`src/rtl/hazard_scoreboard.sv`:
```
`default_nettype none
// ============================================================================
// Module      : hazard_scoreboard
// Description : Per-register countdown scoreboard that produces the ID-stage
//               stall for RAW (normal and ID-resolved branch consumers), WAW
//               between writers of unequal latency, and the structural hazard
//               on a single non-pipelined MULDIV unit. Also keeps a saturating
//               count of stall cycles.
// Revision    : 1.0 - initial release
// ============================================================================
module hazard_scoreboard #(
    parameter int NREG     = 32,
    parameter int AW       = $clog2(NREG),
    parameter int LOAD_LAT = 1,
    parameter int MD_LAT   = 4,
    parameter int BR_EXTRA = 1,
    parameter int CW       = $clog2(MD_LAT + BR_EXTRA + 1)
) (
    input  logic          clk,
    input  logic          rst,
    input  logic          id_valid,
    input  logic [AW-1:0] id_rs,
    input  logic [AW-1:0] id_rt,
    input  logic          id_uses_rs,
    input  logic          id_uses_rt,
    input  logic          id_branch,
    input  logic          id_reg_write,
    input  logic [AW-1:0] id_rw,
    input  logic [1:0]    id_class,
    input  logic          flush,
    output logic          stall,
    output logic [3:0]    stall_cause,
    output logic          md_busy,
    output logic [31:0]   stall_cycles
);

    // Instruction class encodings; the reserved code behaves like ALU.
    localparam logic [1:0] CLS_ALU    = 2'd0;
    localparam logic [1:0] CLS_LOAD   = 2'd1;
    localparam logic [1:0] CLS_MULDIV = 2'd2;

    // Issue values: class latency plus the branch head-room, so that a
    // normal consumer may go once the counter falls to BR_EXTRA and an
    // ID-resolved branch once it reaches zero.
    localparam logic [CW-1:0] NEW_ALU  = CW'(BR_EXTRA);
    localparam logic [CW-1:0] NEW_LOAD = CW'(LOAD_LAT + BR_EXTRA);
    localparam logic [CW-1:0] NEW_MD   = CW'(MD_LAT - 1 + BR_EXTRA);
    localparam logic [CW-1:0] MD_OCC   = CW'(MD_LAT);
    localparam logic [CW-1:0] BR_X     = CW'(BR_EXTRA);
    localparam logic [CW-1:0] ONE      = CW'(1);
    localparam logic [CW-1:0] ZERO     = '0;
    localparam logic [AW-1:0] R_ZERO   = '0;
    localparam logic [31:0]   SAT_MAX  = 32'hFFFF_FFFF;

    // Scoreboard state. Entry 0 is reset and never loaded, so it reads 0.
    logic [CW-1:0] r_cnt [NREG];
    logic [CW-1:0] r_md_cnt;
    logic [31:0]   r_stall_cycles;

    logic [CW-1:0] w_newcnt;
    logic [CW-1:0] w_cnt_rs;
    logic [CW-1:0] w_cnt_rt;
    logic [CW-1:0] w_cnt_rw;
    logic          w_rs_live;
    logic          w_rt_live;
    logic          w_raw;
    logic          w_br_raw;
    logic          w_waw;
    logic          w_md_struct;
    logic          w_stall;
    logic          w_issue;
    logic          w_wr_en;
    logic          w_is_md;

    // Issue value for the instruction currently in ID, selected by class.
    always_comb begin
        w_newcnt = NEW_ALU;
        case (id_class)
            CLS_ALU:    w_newcnt = NEW_ALU;
            CLS_LOAD:   w_newcnt = NEW_LOAD;
            CLS_MULDIV: w_newcnt = NEW_MD;
            default:    w_newcnt = NEW_ALU;
        endcase
    end

    // Hazard detection against the pre-issue scoreboard contents; a
    // self-dependent instruction therefore sees only the older writer.
    always_comb begin
        w_cnt_rs    = r_cnt[id_rs];
        w_cnt_rt    = r_cnt[id_rt];
        w_cnt_rw    = r_cnt[id_rw];
        w_is_md     = (id_class == CLS_MULDIV);
        w_rs_live   = id_uses_rs && (id_rs != R_ZERO);
        w_rt_live   = id_uses_rt && (id_rt != R_ZERO);
        w_raw       = (w_rs_live && (w_cnt_rs > BR_X)) ||
                      (w_rt_live && (w_cnt_rt > BR_X));
        w_br_raw    = id_branch &&
                      ((w_rs_live && (w_cnt_rs != ZERO)) ||
                       (w_rt_live && (w_cnt_rt != ZERO)));
        w_waw       = id_reg_write && (id_rw != R_ZERO) && (w_cnt_rw > w_newcnt);
        w_md_struct = w_is_md && (r_md_cnt > ONE);
        w_stall     = id_valid && !flush &&
                      (w_raw || w_br_raw || w_waw || w_md_struct);
        w_issue     = id_valid && !flush && !w_stall;
        w_wr_en     = w_issue && id_reg_write && (id_rw != R_ZERO);
    end

    // Per-register countdown: a new writer overrides the decrement.
    always_ff @(posedge clk) begin
        if (rst) begin
            for (int r = 0; r < NREG; r++) begin
                r_cnt[r] <= ZERO;
            end
        end else begin
            for (int r = 1; r < NREG; r++) begin
                if (w_wr_en && (id_rw == AW'(r))) begin
                    r_cnt[r] <= w_newcnt;
                end else if (r_cnt[r] != ZERO) begin
                    r_cnt[r] <= r_cnt[r] - ONE;
                end
            end
        end
    end

    // MULDIV occupancy: loaded on issue of a MULDIV, then counts down.
    always_ff @(posedge clk) begin
        if (rst) begin
            r_md_cnt <= ZERO;
        end else if (w_issue && w_is_md) begin
            r_md_cnt <= MD_OCC;
        end else if (r_md_cnt != ZERO) begin
            r_md_cnt <= r_md_cnt - ONE;
        end
    end

    // Saturating stall-cycle performance counter.
    always_ff @(posedge clk) begin
        if (rst) begin
            r_stall_cycles <= '0;
        end else if (w_stall && (r_stall_cycles != SAT_MAX)) begin
            r_stall_cycles <= r_stall_cycles + 32'd1;
        end
    end

    assign stall        = w_stall;
    assign stall_cause  = w_stall ? {w_md_struct, w_waw, w_br_raw, w_raw} : 4'b0000;
    assign md_busy      = (r_md_cnt != ZERO);
    assign stall_cycles = r_stall_cycles;

endmodule
`default_nettype wire

```
`config.mk`:
```
export PLATFORM = sky130hd
export DESIGN_NAME = hazard_scoreboard
export DESIGN_NICKNAME = d
export VERILOG_FILES = /design/src/rtl/hazard_scoreboard.sv
export SDC_FILE = /design/constraint.sdc
export NUM_CORES = 1
export LEC_CHECK = 0
export ABC_CLOCK_PERIOD_IN_PS = 6300
export BUFFER_PORTS_ARGS = -buffer_cell sky130_fd_sc_hd__buf_2
export CAP_MARGIN = 0
export CORE_AREA = 2 2 107 212
export DETAILED_ROUTE_END_ITERATION = 10
export DIE_AREA = 0 0 109 214
export GPL_TIMING_DRIVEN = 1
export PLACE_DENSITY = 0.72
export RECOVER_POWER = 100
export SLEW_MARGIN = 10
export SYNTH_ARGS = -nofsm -noshare
export SYNTH_HDL_FRONTEND = slang
export SYNTH_SLANG_ARGS = --single-unit
```
`constraint.sdc`:
```
create_clock -name clk -period 6.3 [get_ports clk]
set_clock_uncertainty 0.15 [all_clocks]
set_input_delay 0.315 -clock clk [delete_from_list [all_inputs] [get_ports clk]]
set_output_delay 0.315 -clock clk [all_outputs]
set_load 0.005 [all_outputs]
```
==> run metrics, run 1 <==
status completed; reg2reg end stall_cycles[15]; area occupied by multi-input gates 0.00641 sq mm; First-pass DRT Iterations 9; #FFs+latches synth between 100 and 150; Slew Limit Headroom 10.3%; postcts setup bufs 0; fin area approximately 0.012 sq mm; Clock Latency Late Sink between 0.4 and 0.5 ns; fmax 0.190 GHz; fraction of layout instances using a drive strength above 1 17.2%; Slowest cell on crit path clkbuf_2; Die X-Extent 109 um; DR iter-0 viols 692; register area share after synthesis 32.9%; routed len/inst 23.1 um; pwr/cell area 414 mW/mm^2; Core Region around 0.022 sq mm; Leak Pwr 4.63 nW; starting density of the core approximately half; first-pass GRT wire length 49.6 mm; Final #Nets between 1000 and 1500; simple-gate share of the synthesized area 19.3%; Setup CP Type in -> reg; Setup crit end kind register; Tmin final 5.25 ns; Most used DFF post-synth edfxtp_1; Final Hold Vio Count 0; Peak supply drop 0.220 mV; Slew @ Worst Pin 1.35 ns; TNS Setup 0 ns; post-DP HPWL 23.9 mm; vias 9069; Total GRT Usage between 20% and 30%; # hold bufs at CTS 0; mux cell area share after synthesis ~22%; CP peak stage delay 0.85 ns; initial antenna violation count 3; asr flop ratio synth 0%; Sink Count 128; DRC 0; register area 0.00349 sq mm; area grow syn2layout 9.20%; clock transition at the registers of the reported paths 0.06 ns; largest family of logic cells by synthesized area multiplexers; most used cell, CP nor3_1; origin of the worst min-delay path rst; RSZ-0062 raised after global routing false; hold path cells 2; post-synthesis xor/xnor area fraction 0.908%; # setup viols final 0; vias in the first global route 9248; reg2reg start r_cnt[23][1]; Buffers on Ports 62; Crit Path Max Fanout 50; Startpoint Class primary input; fin. max-slew vios 0; cells on worst reg2reg path 14; DIE AREA 0.0233 sq mm; Die Y roughly 210 um; CP required 6.47 ns; Worst EP arrival 5.42 ns; CTS buffer count 17; Placed Instance Area 0.0111 sq mm; vias per cell 6.51; TritonCTS clock tree yes; IO Pins 63; Final Core Density 53.7%; Post-synth EDFFs between 90 and 100; CTS HTree Levels 4; largest net degree at the start of global routing 70; Worst Hold Class in -> reg; Mapped Cells 1077; Clock Path Buffers 2; # rows 76; post-CTS sizing 0; Post-Route WL about 32 mm; Mapped Area 0.0106 sq mm; # fillers 1937; Tcrit/Tclk final a little over four fifths; Synth Area in Adders 8.49%; CTS Root Cell clkbuf_16; syn_area_per_cell 9.85 sq um; syn_nets 1174; worst-path cell chain buf_2, nand2b_1, nor3_1, a22oi_1, a41oi_1, ha_1, nor2b_1, o21ai_0, a221oi_1, nor2_1, o311ai_0, nor3_1, clkbuf_2, nor4_1, mux2_1; final weighted congestion in routability-driven placement roughly 0.96; Distinct cells, synth 73; post-route ant nets 0; WHS Endpoint stall_cycles[12]; Synth warnings 0; compound-cell area share of the yosys netlist 9.93%; total gr overflow 0; r2r setup slk 1.33 ns; maxcap violations 0
through the flow:
stage	power, W	hold slack, ns	worst slack (ns)	std cells
CTS	0.00481	0.222	1.72	1392
finish	0.00479	0.241	1.05	1394
floorplan	0.00319	0.327	1.53	1077
global placement	0.00368	0.320	1.44	1360
detailed placement	0.00378	0.335	1.28	1360
global route	0.00507	0.268	0.777	1394
worst max path at each step:
stage	start	endpoint	slack (ns)	depth (start not counted)
final	id_rw[0]	stall_cycles[15]	1.05	15
after floorplan	id_rw[0]	r_cnt[30][0]	1.53	16
after global placement	id_rw[0]	r_cnt[23][0]	1.44	15
after detailed placement	id_rw[0]	r_cnt[4][0]	1.28	15
after CTS	id_rw[0]	stall	1.72	14
after global routing	id_rw[0]	stall_cycles[15]	0.78	17
logic make-up after synthesis:
| logic type | count (synthesis) |
|---|---|
| AOI/OAI and AO/OA | 139 |
| xor gates and xnor gates | 11 |
| adders and majority gates | 72 |
| buffers and inverters | 154 |
| DFF | 128 |
| muxes | 174 |
| and+or+nand+nor | 399 |
synth_stat cells (all sizes together) (2+ instances only):
library cell,n,area share [%]
o21ai,12,0.57
nor3,56,2.8
and3,9,0.53
mux2,76,8.1
inv,90,3.2
and4,4,0.33
a211o,3,0.25
a21oi,36,1.7
or4,21,1.5
mux2i,55,5.2
edfxtp,93,26
o31ai,22,1.6
buf,27,1.5
nand2b,10,0.59
o221ai,3,0.25
nor2b,46,2.7
nor2,118,4.2
mux4,43,9.2
and2,6,0.35
o2111ai,8,0.72
or2,4,0.24
nor3b,3,0.21
a22oi,9,0.64
nand3,49,2.3
clkbuf,37,1.3
a21o,5,0.35
dfxtp,35,6.6
a311oi,4,0.51
a221oi,4,0.33
o311ai,3,0.48
o22ai,3,0.18
ha,72,8.5
o211ai,5,0.35
nor4,5,0.35
or3,2,0.12
xnor2,11,0.91
nand4,21,1.3
nand2,42,1.5
o2111a,3,0.32
a41oi,2,0.17
a32oi,4,0.47
nand3b,2,0.14
a311o,3,0.28
report_power, final:
part	switching [W]	leakage (nW)	internal (W)	total, W
combinational	0.00110	3.02	0.000967	0.00207
clock	0.000391	0.301	0.000622	0.00101
sequential	0.000385	1.31	0.00132	0.00171
total	0.00188	4.63	0.00291	0.00479
critical path, delay by kind of cell:
kind	cells	cell delay, ns
mux	1	0.34
buf+inv	2	1.50
fa+ha+maj	1	0.27
simple gates	6	2.03
compound gates	5	0.94
metal layers:
| metal | up-vias | track usage [%] | routed length, um |
|---|---|---|---|
| met3 | 166 | 5.48 | 1900 |
| met1 | 4384 | 27.8 | 10500 |
| met2 | 455 | 49.2 | 16900 |
| met4 | 0 | 22.8 | 2860 |
| met5 | - | 0 | 0 |
| li1 | 4064 | - | - |
registers in the layout (all words and copies together) (netlist names):
| name | cells |
|---|---|
| stall_cycles | 32 |
| r_md_cnt | 3 |
| r_cnt | 93 |
layout by cell type (no fill, tap or decap), types with 26 or more instances in the layout:
| cell type | instances |
|---|---|
| a21oi_1 | 36 |
| buf_2 | 44 |
| dfxtp_1 | 35 |
| edfxtp_1 | 93 |
| ha_1 | 72 |
| inv_1 | 89 |
| mux2_1 | 26 |
| mux2_2 | 50 |
| mux2i_1 | 55 |
| mux4_2 | 42 |
| nand2_1 | 41 |
| nand3_1 | 49 |
| nor2_1 | 116 |
| nor2b_1 | 46 |
| nor3_1 | 55 |
area by class of cell:
class	instances	area share, %
clock buffers	23	4.78
multi-input cells	795	55.4
inverters	90	2.92
well taps	273	2.95
clock inverters	9	0.562
repair buffers	74	3.24
diodes	2	0.0432
flip-flops and latches	128	30.2
Note: power is estimated with default switching activity, not from simulation.
==> run 2, diff against run 1 <==
--- a/config.mk
+++ b/config.mk
@@ -5,7 +5,7 @@
 export SDC_FILE = /design/constraint.sdc
 export NUM_CORES = 1
 export LEC_CHECK = 0
-export ABC_CLOCK_PERIOD_IN_PS = 6300
+export ABC_CLOCK_PERIOD_IN_PS = 5200
 export BUFFER_PORTS_ARGS = -buffer_cell sky130_fd_sc_hd__buf_2
 export CAP_MARGIN = 0
 export CORE_AREA = 2 2 107 212
==> constraint.sdc (replaced) <==
create_clock -name clk -period 5.2 [get_ports clk]
set_clock_uncertainty 0.15 [all_clocks]
set_input_delay 0.26 -clock clk [delete_from_list [all_inputs] [get_ports clk]]
set_output_delay 0.26 -clock clk [all_outputs]
set_load 0.005 [all_outputs]
==> run 2 against run 1 <==
  * Count of clock-buffer cells in the layout unchanged
  * Combinational power increased by 21%
  * Highest routed layer unchanged
  * Global-route usage increased by 0.32 points
  * Critical endpoint is now stall_cycles[8]
==> run metrics, run 2 (same netlist as run 1, synthesis figures left out) <==
status completed; Comb power frac 43.2% (about the same); vias per cell 6.48 (-0.42%); Largest register FFs 93 (unchanged); Core Region 0.0216 sq mm (unchanged); TritonCTS clock tree yes; RSZ-0062 raised after global routing false; hold path cells 4 (+2); Final Hold Vio Count 0 (unchanged); post-DP HPWL 24.6 mm (+2.8%); most frequent cells in the layout nor2_1 (116), edfxtp_1 (93), inv_1 (89); Flop pwr share 36.1% (+0.4 points); # setup viols final 0 (unchanged); Buffers on Ports 62 (unchanged); post-route ant nets 0 (unchanged); pwr/cell area 497 mW/mm^2 (+20%); Internal 0.00354 W (+22%); fmax 0.212 GHz; Sink Count 128 (unchanged); total gr overflow 0 (unchanged); crit path from id_rs[0]; Clock Latency Late Sink 0.44 ns (about the same); starting density of the core 49.2% (unchanged); register with the highest flop count r_cnt; origin of the worst min-delay path id_class[1]; Slew Limit Headroom 1.01% (-9.3 points); vias in the first global route 9137 (-1.2%); CTS HTree Levels 4 (unchanged); # fillers 1952 (+0.77%); Slew @ Worst Pin 1.48 ns (+0.139 ns); maxcap violations 0 (unchanged); Setup crit end kind register; Tmin final 4.73 ns; first-pass GRT wire length 49.6 mm (about the same); Die X-Extent 109 um (unchanged); CP peak stage delay 1.05 ns (+0.20 ns); # hold bufs at CTS 0 (unchanged); Post-Route WL 32.1 mm (-0.16%); CTS Root Cell clkbuf_16; clock share of power 20.7% (-0.4 points); CP Buf/Inv Count 3 (+1); Final #Nets 1212 (+0.75%); Die Y 214 um (unchanged); fraction of layout instances using a drive strength above 1 17.6% (+0.39 points); vias 9089 (+0.22%); Crit Path Max Fanout 27 (-46%); switching pwr 0.00223 W (+19%); CP required 5.38 ns (-1.09 ns); Total GRT Usage 28.5% (+0.32 points); postcts setup bufs 0 (unchanged); Worst Hold Class in -> reg; IO Pins 63 (unchanged); fin. max-slew vios 0 (unchanged); worst hold margin 0.200 ns (-0.0403 ns); Peak supply drop 0.249 mV (+13%); TNS Setup 0 ns (unchanged); critical path depth 10 (-5); largest net degree at the start of global routing 65 (-7.1%); final weighted congestion in routability-driven placement 0.960 (+0.31%); Setup CP Type in -> reg; routed len/inst 22.9 um (-0.80%); Tcrit/Tclk final 90.9%; # rows 76 (unchanged); worst-path cell chain clkbuf_1, inv_1, o2111ai_1, a311o_1, nand3_1, o311ai_0, nor3_4, clkbuf_2, nor4_1, mux2_2; reg2reg start r_cnt[20][1]; Startpoint Class primary input; commonest non-fill, non-tap cell in the layout nor2_1; First-pass DRT Iterations 8 (-1); DIE AREA 0.0233 sq mm (unchanged); DRC 0 (unchanged); register area 0.00349 sq mm (unchanged); cells on worst reg2reg path 14 (unchanged); area grow syn2layout 9.50%; Clock Path Buffers 2 (unchanged); initial antenna violation count 2 (-1); Slowest cell on crit path clkbuf_1; post-CTS sizing 0 (unchanged); sw frac 38.7% (-0.56 points); clock transition at the registers of the reported paths 0.05 ns (about the same); Leak Pwr 4.67 nW (+0.77%); CP top delay family buffers and inverters; Worst EP arrival 4.91 ns (-0.51 ns); DR iter-0 viols 707 (+2.2%); CTS buffer count 17 (unchanged); area occupied by multi-input gates 0.00642 sq mm (about the same)
[run 2: cell type report]
type / instances / area share (%)
multi-input cells: 795 / 55.3
flip-flops and latches: 128 / 30.1
clock buffers: 23 / 3.94
repair buffers: 83 / 3.84
well taps: 273 / 2.94
inverters: 90 / 2.91
clock inverters: 9 / 1.00
diodes: 2 / 0.0431
[run 2: per-stage QoR]
stage,utilization (%),instance area [sq um],setup slack [ns],std cells,power (W)
finish,53.8,11600,0.473,1403,0.00578
global route,53.8,11600,0.305,1402,0.00613
CTS,54.2,11700,0.758,1401,0.00580
detailed placement,51.5,11100,0.278,1369,0.00458
global placement,51.5,11100,0.391,1369,0.00449
floorplan,-,10600,0.482,1077,0.00386
[run 2: metal layers]
metal,vias up,wire [um],GRT usage (%)
met2,429,17500,51.5
met1,4420,10300,28.0
met3,154,1760,4.56
met5,-,0,0
li1,4086,-,-
met4,0,2580,20.9
[run 2: final timing paths]
check,end,slack [ns]
hold reg to reg,stall_cycles[18],0.35
hold / removal,r_md_cnt[2],0.20
setup reg to reg,stall_cycles[8],0.68
setup / recovery,stall_cycles[8],0.47
[run 2: power groups by stage]
stage,Combinational (W),Clock (W),Sequential [W]
after floorplan,0.00201,0,0.00185
after global placement,0.00241,0,0.00207
final,0.00250,0.00119,0.00209
after detailed placement,0.00250,0,0.00208
after CTS,0.00253,0.00121,0.00206
after global routing,0.00278,0.00124,0.00211
[run 2: tightest hold or removal path, stage by stage]
cell     delay, ns
buf_2         0.12
ha_1          0.19
nand2_1       0.09
a21oi_1       0.07
==> run 3, diff against run 2 <==
--- a/config.mk
+++ b/config.mk
@@ -5,12 +5,13 @@
 export SDC_FILE = /design/constraint.sdc
 export NUM_CORES = 1
 export LEC_CHECK = 0
+export ABC_AREA = 1
 export ABC_CLOCK_PERIOD_IN_PS = 5200
 export BUFFER_PORTS_ARGS = -buffer_cell sky130_fd_sc_hd__buf_2
 export CAP_MARGIN = 0
-export CORE_AREA = 2 2 107 212
+export CORE_AREA = 2 2 110 218
 export DETAILED_ROUTE_END_ITERATION = 10
-export DIE_AREA = 0 0 109 214
+export DIE_AREA = 0 0 112 220
 export GPL_TIMING_DRIVEN = 1
 export PLACE_DENSITY = 0.72
 export RECOVER_POWER = 100
==> run 3 against run 2 <==
  * Synthesized cell count up 60%
  * Count of clock-buffer cells in the layout is the same
  * Via count rose by 32%
  * Register-to-register slack improved by 0.30 ns
  * Sequential share of layout area down 1.8 points
  * Clock power up 3%
  * Critical endpoint is now stall_cycles[12]
==> run metrics, run 3 <==
CP Buf/Inv Count 5 (+2); worst-path cell chain clkbuf_1, inv_2, nor2_1, buf_4, o21ai_0, nand3_1, nand3_1, nand3_1, nand3_1, nand2_1, nor2_1, a21oi_2, buf_4, clkbuf_1, nand3_1, o21ai_0, nor2_1; final weighted congestion in routability-driven placement 1.08 (+13%); commonest non-fill, non-tap cell in the layout nand2_1; Placed Instance Area 0.0118 sq mm (+6.1%); CP required 5.39 ns (about the same); synth cell count leaders nand2_1 (370), nor2_1 (300), nand3_1 (254); Finished Layout Cells 2056 (+47%); syn_area_per_cell 6.53 sq um (-34%); post-DP HPWL 31.2 mm (+27%); initial antenna violation count 0 (-2); #FFs+latches synth 128 (unchanged); Largest register FFs 93 (unchanged); r2r setup slk 0.98 ns (+0.30 ns); Sink Count 128 (unchanged); Worst Hold Class in -> reg; postcts setup bufs 0 (unchanged); RSZ-0062 raised after global routing false; routed len/inst 20.3 um (-11%); syn_nets 1825 (+55%); Setup crit end kind register; Clock Latency Late Sink 0.46 ns (+0.02 ns); # setup viols final 0 (unchanged); Synth warnings 0 (unchanged); DIE AREA 0.0246 sq mm (+5.6%); Final #Nets 1857 (+53%); CTS buffer count 17 (unchanged); vias 12000 (+32%); Post-Route WL 41.7 mm (+30%); # hold bufs at CTS 0 (unchanged); Crit Path Max Fanout 21 (-22%); fin. max-slew vios 0 (unchanged); CTS HTree Levels 4 (unchanged); Final Hold Vio Count 0 (unchanged); clock transition at the registers of the reported paths 0.06 ns (about the same); starting density of the core 48.8% (-0.37 points); Post-synth EDFFs 93 (unchanged); DR iter-0 viols 965 (+36%); # rows 79 (+3.9%); TNS Setup 0 ns (unchanged); Slowest cell on crit path clkbuf_1; Distinct cells, synth 37 (-49%); Die X-Extent 112 um (+2.8%); Peak supply drop 0.231 mV (-7.4%); register area 0.00349 sq mm (unchanged); CP top delay family buffers and inverters; fmax 0.225 GHz (+6.2%); Slew Limit Headroom 12.5% (+11 points); WHS Endpoint r_md_cnt[2]; Die Y 220 um (+2.8%); asr flop ratio synth 0% (unchanged); TritonCTS clock tree yes; IO Pins 63 (unchanged); first-pass GRT wire length 63.5 mm (+28%); Leak Pwr 5.55 nW (+19%); First-pass DRT Iterations 5 (-3); Setup CP Type in -> reg; Total GRT Usage 34.2% (+5.7 points); Tmin final 4.45 ns (-0.276 ns); area leader, netlist edfxtp_1; status completed; fraction of layout instances using a drive strength above 1 6.03% (-12 points); total gr overflow 0 (unchanged); synth top area cells edfxtp_1 (25%), nand2_1 (12%), nand3_1 (11%), nor2_1 (10%), ha_1 (8.0%); Startpoint Class primary input; Mapped Cells 1728 (+60%); most used cell, CP nand3_1; Tcrit/Tclk final 85.6% (-5.3 points); Slew @ Worst Pin 1.31 ns (-0.172 ns); post-route ant nets 0 (unchanged); reg2reg start r_cnt[14][2]; Most used DFF post-synth edfxtp_1; Inst Count DP 2024 (+48%); fin area 0.0123 sq mm (+6.3%); Buffers on Ports 62 (unchanged); vias in the first global route 11800 (+30%); origin of the worst min-delay path id_branch; ant diodes 0 (-2); top-count cell post-synth nand2_1; largest net degree at the start of global routing 78 (+20%); area grow syn2layout 9.42% (about the same); register area share after synthesis 31.0% (-2.0 points); vias per cell 5.84 (-9.9%); # fillers 2397 (+23%); CTS Root Cell clkbuf_16; post-synth top area share 24.7% (-1.6 points); most frequent cells in the layout nand2_1 (370), nor2_1 (302), nand3_1 (255); Core Region 0.0231 sq mm (+7.2%); cells on worst reg2reg path 18 (+4); maxcap violations 0 (unchanged); hold path cells 5 (+1); area occupied by multi-input gates 0.00660 sq mm (+2.8%); Clock Path Buffers 2 (unchanged); pwr/cell area 340 mW/mm^2 (-32%); Worst EP arrival 4.64 ns (-0.27 ns); CP peak stage delay 0.94 ns (-0.11 ns); register with the highest flop count r_cnt; post-CTS sizing 0 (unchanged); Mapped Area 0.0113 sq mm (+6.4%); DRC 0 (unchanged); reg2reg end r_cnt[26][0]
## run 3: power breakdown
part / internal [W] / switching [W]
clock network: 0.000753 / 0.000478
logic: 0.000479 / 0.000995
registers: 0.00134 / 0.000156
total: 0.00257 / 0.00163
## run 3: cell type report
class	count	share of cell area, %
clock buffers	23	3.95
inverters	223	6.79
clock inverters	9	0.871
well taps	283	2.87
multi-input cells	1304	53.4
flip-flops and latches	128	28.3
repair buffers	86	3.80
## run 3: worst max path at each step
stage                     startpoint                to  slack, ns  depth (start not counted)
after floorplan             id_rw[1]      r_cnt[16][0]       1.65                         22
after global placement      id_rw[0]      r_cnt[10][0]       0.82                         22
after detailed placement    id_rw[1]       r_cnt[9][1]       0.78                         22
after CTS                   id_rw[0]    stall_cause[3]       1.11                         21
after global routing        id_rs[0]  stall_cycles[12]       0.46                         17
final                       id_rs[0]  stall_cycles[12]       0.75                         17
## run 3: worst register-to-register path: cells and delay by family, from the launching register on
family	cells	cell delay, ns
buffers and inverters	2	0.58
AND/OR/NAND/NOR	9	1.49
AO/OA/AOI/OAI	6	0.95
flip-flops	1	0.47
adder cells (fa/ha/maj)	1	0.34
## run 3: per-stage QoR
stage               util [%]  power [W]  setup slack [ns]  hold WS, ns
global route            53.4    0.00444             0.460        0.238
finish                  53.4    0.00420             0.749        0.222
detailed placement      51.0    0.00295             0.780        0.308
CTS                     53.6    0.00419              1.11        0.216
global placement        51.0    0.00291             0.820        0.302
floorplan                  -    0.00249              1.65        0.288
## run 3: cells by family (layout without fill, tap and decap cells)
logic type / count (synthesis) / after routing / synth area share, %
XOR/XNOR: 58 / 58 / 4.50
flip-flops: 128 / 128 / 31.0
buffers and inverters: 296 / 341 / 10.4
AND/OR/NAND/NOR: 998 / 998 / 37.4
adder cells (fa/ha/maj): 72 / 72 / 7.98
AO/OA/AOI/OAI: 176 / 176 / 8.78
## run 3: routing by layer
| metal | part of all wire, % | GRT usage (%) | up-vias |
|---|---|---|---|
| li1 | - | - | 5718 |
| met1 | 31 | 30.8 | 5449 |
| met2 | 53 | 64.3 | 588 |
| met3 | 6.6 | 6.82 | 243 |
| met4 | 9.1 | 28.4 | 0 |
| met5 | 0 | 0 | - |
